<file path="src/rtl/ula_pkg.sv">
// Shared opcode encoding, instruction classes, FSM states and error codes
// for the ALU issue sequencer.
package ula_pkg;

  localparam logic [4:0] OP_NOP   = 5'b00000;
  localparam logic [4:0] OP_PUSH  = 5'b00010;
  localparam logic [4:0] OP_POP   = 5'b00011;
  localparam logic [4:0] OP_ADD   = 5'b00100;
  localparam logic [4:0] OP_SUB   = 5'b00101;
  localparam logic [4:0] OP_MUL   = 5'b00110;
  localparam logic [4:0] OP_DIV   = 5'b00111;
  localparam logic [4:0] OP_MOD   = 5'b01000;
  localparam logic [4:0] OP_AND   = 5'b01001;
  localparam logic [4:0] OP_OR    = 5'b01010;
  localparam logic [4:0] OP_XOR   = 5'b01011;
  localparam logic [4:0] OP_CMP   = 5'b01100;
  localparam logic [4:0] OP_NOT   = 5'b01101;
  localparam logic [4:0] OP_IF_EQ = 5'b01111;
  localparam logic [4:0] OP_IF_NE = 5'b10000;
  localparam logic [4:0] OP_IF_LT = 5'b10001;
  localparam logic [4:0] OP_IF_GT = 5'b10010;
  localparam logic [4:0] OP_IF_LE = 5'b10011;

  localparam logic [1:0] ERR_OK    = 2'd0;
  localparam logic [1:0] ERR_UNDER = 2'd1;
  localparam logic [1:0] ERR_OVER  = 2'd2;
  localparam logic [1:0] ERR_ILL   = 2'd3;

  typedef enum logic [2:0] {
    CL_PUSH,
    CL_POP,
    CL_BIN,
    CL_UN,
    CL_IF,
    CL_ILL
  } cls_e;

  typedef enum logic [1:0] {
    S_IDLE,
    S_EXEC,
    S_WB
  } state_e;

  function automatic cls_e ula_decode(input logic [4:0] op);
    cls_e c;
    c = CL_ILL;
    unique case (1'b1)
      op == OP_PUSH:                    c = CL_PUSH;
      op == OP_POP:                     c = CL_POP;
      op >= OP_ADD && op <= OP_CMP:     c = CL_BIN;
      op == OP_NOT:                     c = CL_UN;
      op >= OP_IF_EQ && op <= OP_IF_LE: c = CL_IF;
      default:                          c = CL_ILL;
    endcase
    return c;
  endfunction

  function automatic logic [1:0] ula_pops(input cls_e c);
    logic [1:0] n;
    n = 2'd0;
    unique case (1'b1)
      c == CL_BIN:                n = 2'd2;
      c == CL_POP || c == CL_UN:  n = 2'd1;
      c == CL_IF:                 n = 2'd1;
      default:                    n = 2'd0;
    endcase
    return n;
  endfunction

endpackage

</file>
<file path="src/rtl/ula_stack.sv">
// Operand LIFO: pops 0..2 entries and optionally pushes one per cycle,
// exposing top/second-from-top and the current depth.
module ula_stack #(
  parameter int DEPTH = 8,
  parameter int DEPW  = 4
) (
  input  logic            clk,
  input  logic            rst_n,
  input  logic [1:0]      pop_n,
  input  logic            push,
  input  logic [15:0]     push_data,
  output logic [15:0]     top,
  output logic [15:0]     second,
  output logic [DEPW-1:0] depth
);

  logic [15:0]     mem_q [DEPTH];
  logic [15:0]     mem_d [DEPTH];
  logic [DEPW-1:0] depth_q;
  logic [DEPW-1:0] depth_d;
  logic [DEPW-1:0] wr_idx;

  always_comb begin
    top    = '0;
    second = '0;
    for (int i = 0; i < DEPTH; i++) begin
      if (DEPW'(i + 1) == depth_q) top = mem_q[i];
      if (DEPW'(i + 2) == depth_q) second = mem_q[i];
    end
  end

  // Push lands just above whatever survives the pops.
  always_comb begin
    mem_d   = mem_q;
    wr_idx  = depth_q - DEPW'(pop_n);
    depth_d = wr_idx + DEPW'(push);
    for (int i = 0; i < DEPTH; i++) begin
      if (push && DEPW'(i) == wr_idx) mem_d[i] = push_data;
    end
  end

  always_ff @(posedge clk or negedge rst_n) begin
    if (!rst_n) begin
      for (int i = 0; i < DEPTH; i++) mem_q[i] <= '0;
      depth_q <= '0;
    end else begin
      mem_q   <= mem_d;
      depth_q <= depth_d;
    end
  end

  assign depth = depth_q;

endmodule

</file>
<file path="src/rtl/ula_sequencer.sv">
// Stack-machine issue stage for the combinational ALU (IDLE/EXEC/WB).
// Define DIV_ZERO_TRAP_EN to trap Div with a zero divisor as err=3.
module ula_sequencer
  import ula_pkg::*;
#(
  parameter int DEPTH = 8,
  parameter int DEPW  = 4
) (
  input  logic            clk,
  input  logic            rst_n,
  input  logic            instr_valid,
  output logic            instr_ready,
  input  logic [4:0]      instr_opcode,
  input  logic [15:0]     instr_imm,
  output logic [15:0]     alu_op1,
  output logic [15:0]     alu_op2,
  output logic [4:0]      alu_opcode,
  input  logic [31:0]     alu_result,
  input  logic            alu_cond,
  output logic            done,
  output logic            cond_taken,
  output logic [1:0]      err,
  output logic [15:0]     stack_top,
  output logic [DEPW-1:0] depth
);

  state_e      state_q, state_d;
  cls_e        cls_q, cls_d, acc_cls;
  logic [4:0]  op_q, op_d;
  logic [15:0] imm_q, imm_d;
  logic [15:0] top_q, top_d;
  logic [15:0] sec_q, sec_d;
  logic [1:0]  err_q, err_d, acc_err;
  logic        cond_q, cond_d;

  logic [1:0]      pop_n;
  logic            push;
  logic [15:0]     stk_top;
  logic [15:0]     stk_sec;
  logic [DEPW-1:0] stk_depth;
  logic            unused_res;

  assign unused_res = ^alu_result[31:16];

  ula_stack #(
    .DEPTH(DEPTH),
    .DEPW (DEPW)
  ) u_stack (
    .clk      (clk),
    .rst_n    (rst_n),
    .pop_n    (pop_n),
    .push     (push),
    .push_data(alu_result[15:0]),
    .top      (stk_top),
    .second   (stk_sec),
    .depth    (stk_depth)
  );

  always_comb begin
    acc_cls = ula_decode(instr_opcode);
    acc_err = ERR_OK;
    if (acc_cls == CL_ILL)
      acc_err = ERR_ILL;
    else if (DEPW'(ula_pops(acc_cls)) > stk_depth)
      acc_err = ERR_UNDER;
    else if (acc_cls == CL_PUSH && stk_depth == DEPW'(DEPTH))
      acc_err = ERR_OVER;
`ifdef DIV_ZERO_TRAP_EN
    else if (instr_opcode == OP_DIV && stk_top == '0)
      acc_err = ERR_ILL;
`endif
  end

  always_comb begin
    state_d     = state_q;
    cls_d       = cls_q;
    op_d        = op_q;
    imm_d       = imm_q;
    top_d       = top_q;
    sec_d       = sec_q;
    err_d       = err_q;
    cond_d      = cond_q;
    instr_ready = 1'b0;
    done        = 1'b0;
    alu_op1     = '0;
    alu_op2     = '0;
    alu_opcode  = OP_NOP;
    pop_n       = 2'd0;
    push        = 1'b0;
    case (state_q)
      S_IDLE: begin
        instr_ready = 1'b1;
        if (instr_valid) begin
          cls_d   = acc_cls;
          op_d    = instr_opcode;
          imm_d   = instr_imm;
          top_d   = stk_top;
          sec_d   = stk_sec;
          err_d   = acc_err;
          cond_d  = 1'b0;
          state_d = S_EXEC;
        end
      end
      S_EXEC: begin
        state_d = S_WB;
        // Faulting instructions leave the ALU idle and the stack alone.
        if (err_q == ERR_OK) begin
          case (cls_q)
            CL_PUSH: begin
              alu_op1    = imm_q;
              alu_opcode = op_q;
              push       = 1'b1;
            end
            CL_POP: pop_n = 2'd1;
            CL_BIN: begin
              alu_op1    = sec_q;
              alu_op2    = top_q;
              alu_opcode = op_q;
              pop_n      = 2'd2;
              push       = 1'b1;
            end
            CL_UN: begin
              alu_op1    = top_q;
              alu_opcode = op_q;
              pop_n      = 2'd1;
              push       = 1'b1;
            end
            CL_IF: begin
              alu_op1    = top_q;
              alu_opcode = op_q;
              pop_n      = 2'd1;
              cond_d     = alu_cond;
            end
            default: ;
          endcase
        end
      end
      S_WB: begin
        done    = 1'b1;
        state_d = S_IDLE;
      end
      default: state_d = S_IDLE;
    endcase
  end

  always_ff @(posedge clk or negedge rst_n) begin
    if (!rst_n) begin
      state_q <= S_IDLE;
      cls_q   <= CL_ILL;
      op_q    <= '0;
      imm_q   <= '0;
      top_q   <= '0;
      sec_q   <= '0;
      err_q   <= ERR_OK;
      cond_q  <= 1'b0;
    end else begin
      state_q <= state_d;
      cls_q   <= cls_d;
      op_q    <= op_d;
      imm_q   <= imm_d;
      top_q   <= top_d;
      sec_q   <= sec_d;
      err_q   <= err_d;
      cond_q  <= cond_d;
    end
  end

  assign err        = (state_q == S_WB) ? err_q : ERR_OK;
  assign cond_taken = (state_q == S_WB) && cond_q;
  assign stack_top  = stk_top;
  assign depth      = stk_depth;

endmodule
</file>
<file path="config.mk">
export PLATFORM = sky130hd
export DESIGN_NAME = ula_sequencer
export DESIGN_NICKNAME = d
export VERILOG_FILES = /design/src/rtl/ula_pkg.sv /design/src/rtl/ula_stack.sv /design/src/rtl/ula_sequencer.sv
export SDC_FILE = /design/constraint.sdc
export NUM_CORES = 1
export LEC_CHECK = 0
export BUFFER_PORTS_ARGS = -buffer_cell sky130_fd_sc_hd__buf_2
export CAP_MARGIN = 40
export CORE_MARGIN = 1.5
export CORE_UTILIZATION = 62
export DETAILED_ROUTE_END_ITERATION = 10
export PLACE_DENSITY = 0.83
export SLEW_MARGIN = 20
export SYNTH_ARGS = -nofsm -noshare
export SYNTH_HDL_FRONTEND = slang
export SYNTH_SLANG_ARGS = --single-unit
</file>
<file path="constraint.sdc">
create_clock -name clk -period 11.95 [get_ports clk]
set_input_delay 3.585 -clock clk [delete_from_list [all_inputs] [get_ports clk]]
set_output_delay 3.585 -clock clk [all_outputs]
set_load 0.01 [all_outputs]
</file>
==> run summary <==
Status - finished clean
Synth cell types - 58
WHS Endpoint - imm_q[15]$_DFFE_PN0P_
Vias - 10,188
Die width - 134.0 um
CTS Sinks - 193
Worst setup margin - 4717 ps
Worst-path clk slew - 70 ps
Height of the die - 134.0 um
Area of the multi-input gates - 5370 um2
# IOs - 119
Tot GR Track Use - 38.34%
Initial Util - 63.73%
DR vias/cell - 6.992
Post-CTS setup buffers - 0
WL final - 33,840 um
Hold Crit Class - reg -> reg
Pin count of the biggest net entering global routing - 72
Post-synth EDFFs - 0
Synthesis Warnings - 0
Cell Pwr Density - 234.4 nW/um2
CTS buffer count - 17
Diode count - 0
Synth Net Count - 1,229
Period utilisation layout - 60.53%
Setup WS pre-CTS - 5409 ps
Leakage - 5.304 nW
CP endpoint kind - output pin
Core box area - 16,700 um2
Die Area - 17,960 um2
Post-synth top flop - dfrtp_1
RSZ-0062 raised after global routing - no
Sw power - 1.228 mW
Row count - 47
Setup CP Type - reg -> out
Reg2reg start - cls_q[2]$_DFFE_PN1P_
GPL Wtd Cong - 0.9151
P&R area growth vs syn - 13.71%
Max-cap viol count - 0
Initial DRC Count - 1,430
Reg power frac - 36.3%
Post-route ant nets - 0
Reg2Reg Depth - 13
IO Port Bufs - 102
Initial antenna violation count - 1
Peak supply drop - 0.0001339 V
Share of cells above drive strength 1 - 18.51%
Tightest Pin Transition - 812.2 ps
Sequential fraction of the synthesis area - 45.40%
CP Max Fanout - 68
Top-area cell type share of the netlist area - 44.90%
DRC - 0
First-pass DRT Iterations - 8
Clock Latency Late Sink - 440 ps
Slew Viols, Final - 0
FILL cells - 1,212
Netlist Area Pre-Place - 10,640 um2
Critical Path Start Type - register
Gr ovfl total - 0
Post-synth ARST share - 100.0%
Clk root buf - clkbuf_16
Syn_area_per_cell - 9.136 um2
Fin nets - 1,289
Slew headroom - 45.40%
FF+latch area - 4837 um2
First-pass GRT wire length - 52,900 um
Post-route minimum period - 7233 ps
Switching Share - 43.28%
Top cells by area, synth - dfrtp_1 (45%), o2bb2ai_1 (11%), nand2_1 (6.6%)
Area leader, netlist - dfrtp_1
Final hold violation count - 0
Hpwl dp - 22,200 um
CTS tree - yes
Final setup fails - 0
Vias in the first global route - 9,467
Worst Clk Skew - 8.484 ps
CTS Buffer Depth - 2
Fmax - 138.3 MHz
Worst EP arrival - 3650 ps
Worst hold start - imm_q[15]$_DFFE_PN0P_
Hold depth - 2
H-Tree Depth - 4
FF-to-FF setup slack - 7490 ps
Internal Power - 1.609 mW
Final TNS setup - 0 ps
Syn Inst Count - 1,165
Worst Path Required - 8370 ps
Reg2reg end - u_stack.mem_q[36]$_DFFE_PN0P_
Post-cts sizing count - 0
Hold-fix buffers, CTS - 0
Clock power share - 20.0%
Logic pwr share - 43.7%
Post-synthesis register bit count - 193
DR WL/cell - 23.22 um
-- cell usage after synthesis, types with 2 or more instances --
cell type	n
dfrtp_1	191
nand2_1	186
o2bb2ai_1	128
nor2_1	126
clkbuf_1	74
a21oi_1	68
o22ai_1	46
o21ai_0	33
mux2_2	27
nor2b_1	27
a22oi_1	23
inv_1	23
a31oi_1	20
nor4_1	20
and2_1	19
and3b_1	17
a2bb2oi_1	16
buf_2	11
mux2i_1	10
buf_1	9
a222oi_1	6
ha_1	6
mux4_2	6
nand2b_1	6
o21ai_2	6
nor3_1	5
a221oi_1	4
o221ai_1	4
xnor2_1	4
a21o_1	3
a22o_1	3
nand3_1	3
o21a_1	3
a32oi_1	2
and3_1	2
buf_6	2
dfstp_2	2
nor3_4	2
o21ai_1	2
o31ai_1	2
-- registers in the layout, summed over array words and instances, names as in the netlist --
signal,count
u_stack.mem_q,128
imm_q,16
sec_q,16
top_q,16
op_q,5
u_stack.depth,4
cls_q,3
err_q,2
state_q,2
cond_q,1
-- cell families after synthesis --
| kind of cell | after synthesis | share of synthesized area, % |
|---|---|---|
| mux | 43 | 5.066 |
| xor+xnor | 5 | 0.4114 |
| compound gates | 376 | 25.53 |
| simple gates | 420 | 18.13 |
| fa+ha+maj | 7 | 0.8934 |
| flops | 193 | 45.40 |
| buf+inv | 121 | 4.573 |
-- area by class of cell --
cell class / instances / share of cell area [%]
Clock buffer: 21 / 3.804
Clock inverter: 10 / 0.9097
Inverter: 24 / 0.7443
Multi-Input combinational cell: 851 / 44.37
Sequential cell: 193 / 39.97
Tap cell: 220 / 2.274
Timing Repair Buffer: 138 / 7.929
-- stage by stage --
| stage | hold WS (ps) | power (mW) | instances | util, % | cell area (um2) |
|---|---|---|---|---|---|
| after floorplan | 444.6 | 1.791 | 1165 | - | 10640 |
| after global placement | 457.2 | 2.138 | 1403 | 67.00 | 11190 |
| after detailed placement | 463.2 | 2.201 | 1425 | 68.93 | 11510 |
| after CTS | 482.2 | 2.774 | 1456 | 72.35 | 12080 |
| after global routing | 504.3 | 2.961 | 1457 | 72.47 | 12100 |
| final | 482.3 | 2.836 | 1457 | 72.47 | 12100 |
-- metal layers --
metal	up-vias	wire length (um)	GRT usage, %
met2	824	14940	57.13
met4	2	1365	17.14
li1	4379	-	-
met1	4846	12890	52.85
met5	-	13	0
met3	137	4628	10.51
-- layout by cell type, fill, tap and decap left out, types with 11 or more instances in the layout --
cell,netlist,final
and2_1,19,19
nand2_1,186,186
and3b_1,17,17
inv_1,23,23
mux2_2,27,27
buf_4,1,15
clkbuf_16,0,17
a21oi_1,68,68
nor4_1,20,19
o2bb2ai_1,128,128
o22ai_1,46,46
buf_2,11,101
nor2b_1,27,26
a2bb2oi_1,16,16
nor2_1,126,123
dfrtp_1,191,189
o21ai_0,33,33
buf_8,0,11
a31oi_1,20,20
a22oi_1,23,23
-- worst max-delay path: stages (launching register included) --
cell	delay (ps)
dfrtp_4	880
buf_4	710
nand3_1	500
buf_8	310
o22ai_1	420
nand2_1	190
buf_2	190
-- how the worst max path moves through the flow --
stage / start / to / slack (ps) / cells after the start
finish: u_stack.depth[0]$_DFF_PN0_ / stack_top[8] / 4720 / 6
global route: u_stack.depth[0]$_DFF_PN0_ / stack_top[15] / 4600 / 6
CTS: u_stack.depth[0]$_DFF_PN0_ / stack_top[8] / 4890 / 6
detailed placement: u_stack.depth[0]$_DFF_PN0_ / stack_top[8] / 5410 / 6
global placement: u_stack.depth[0]$_DFF_PN0_ / stack_top[8] / 4930 / 5
floorplan: cls_q[2]$_DFFE_PN1P_ / alu_op1[10] / 6370 / 6
-- power groups by stage --
stage	registers [mW]	clock network [mW]	logic, mW
4_1_cts	1.02	0.567	1.19
6_report	1.03	0.567	1.24
3_5_place_dp	1.02	0	1.18
5_1_grt	1.05	0.594	1.32
3_3_place_gp	1.02	0	1.12
2_1_floorplan	0.922	0	0.869
Note: power is estimated with default switching activity, not from simulation.
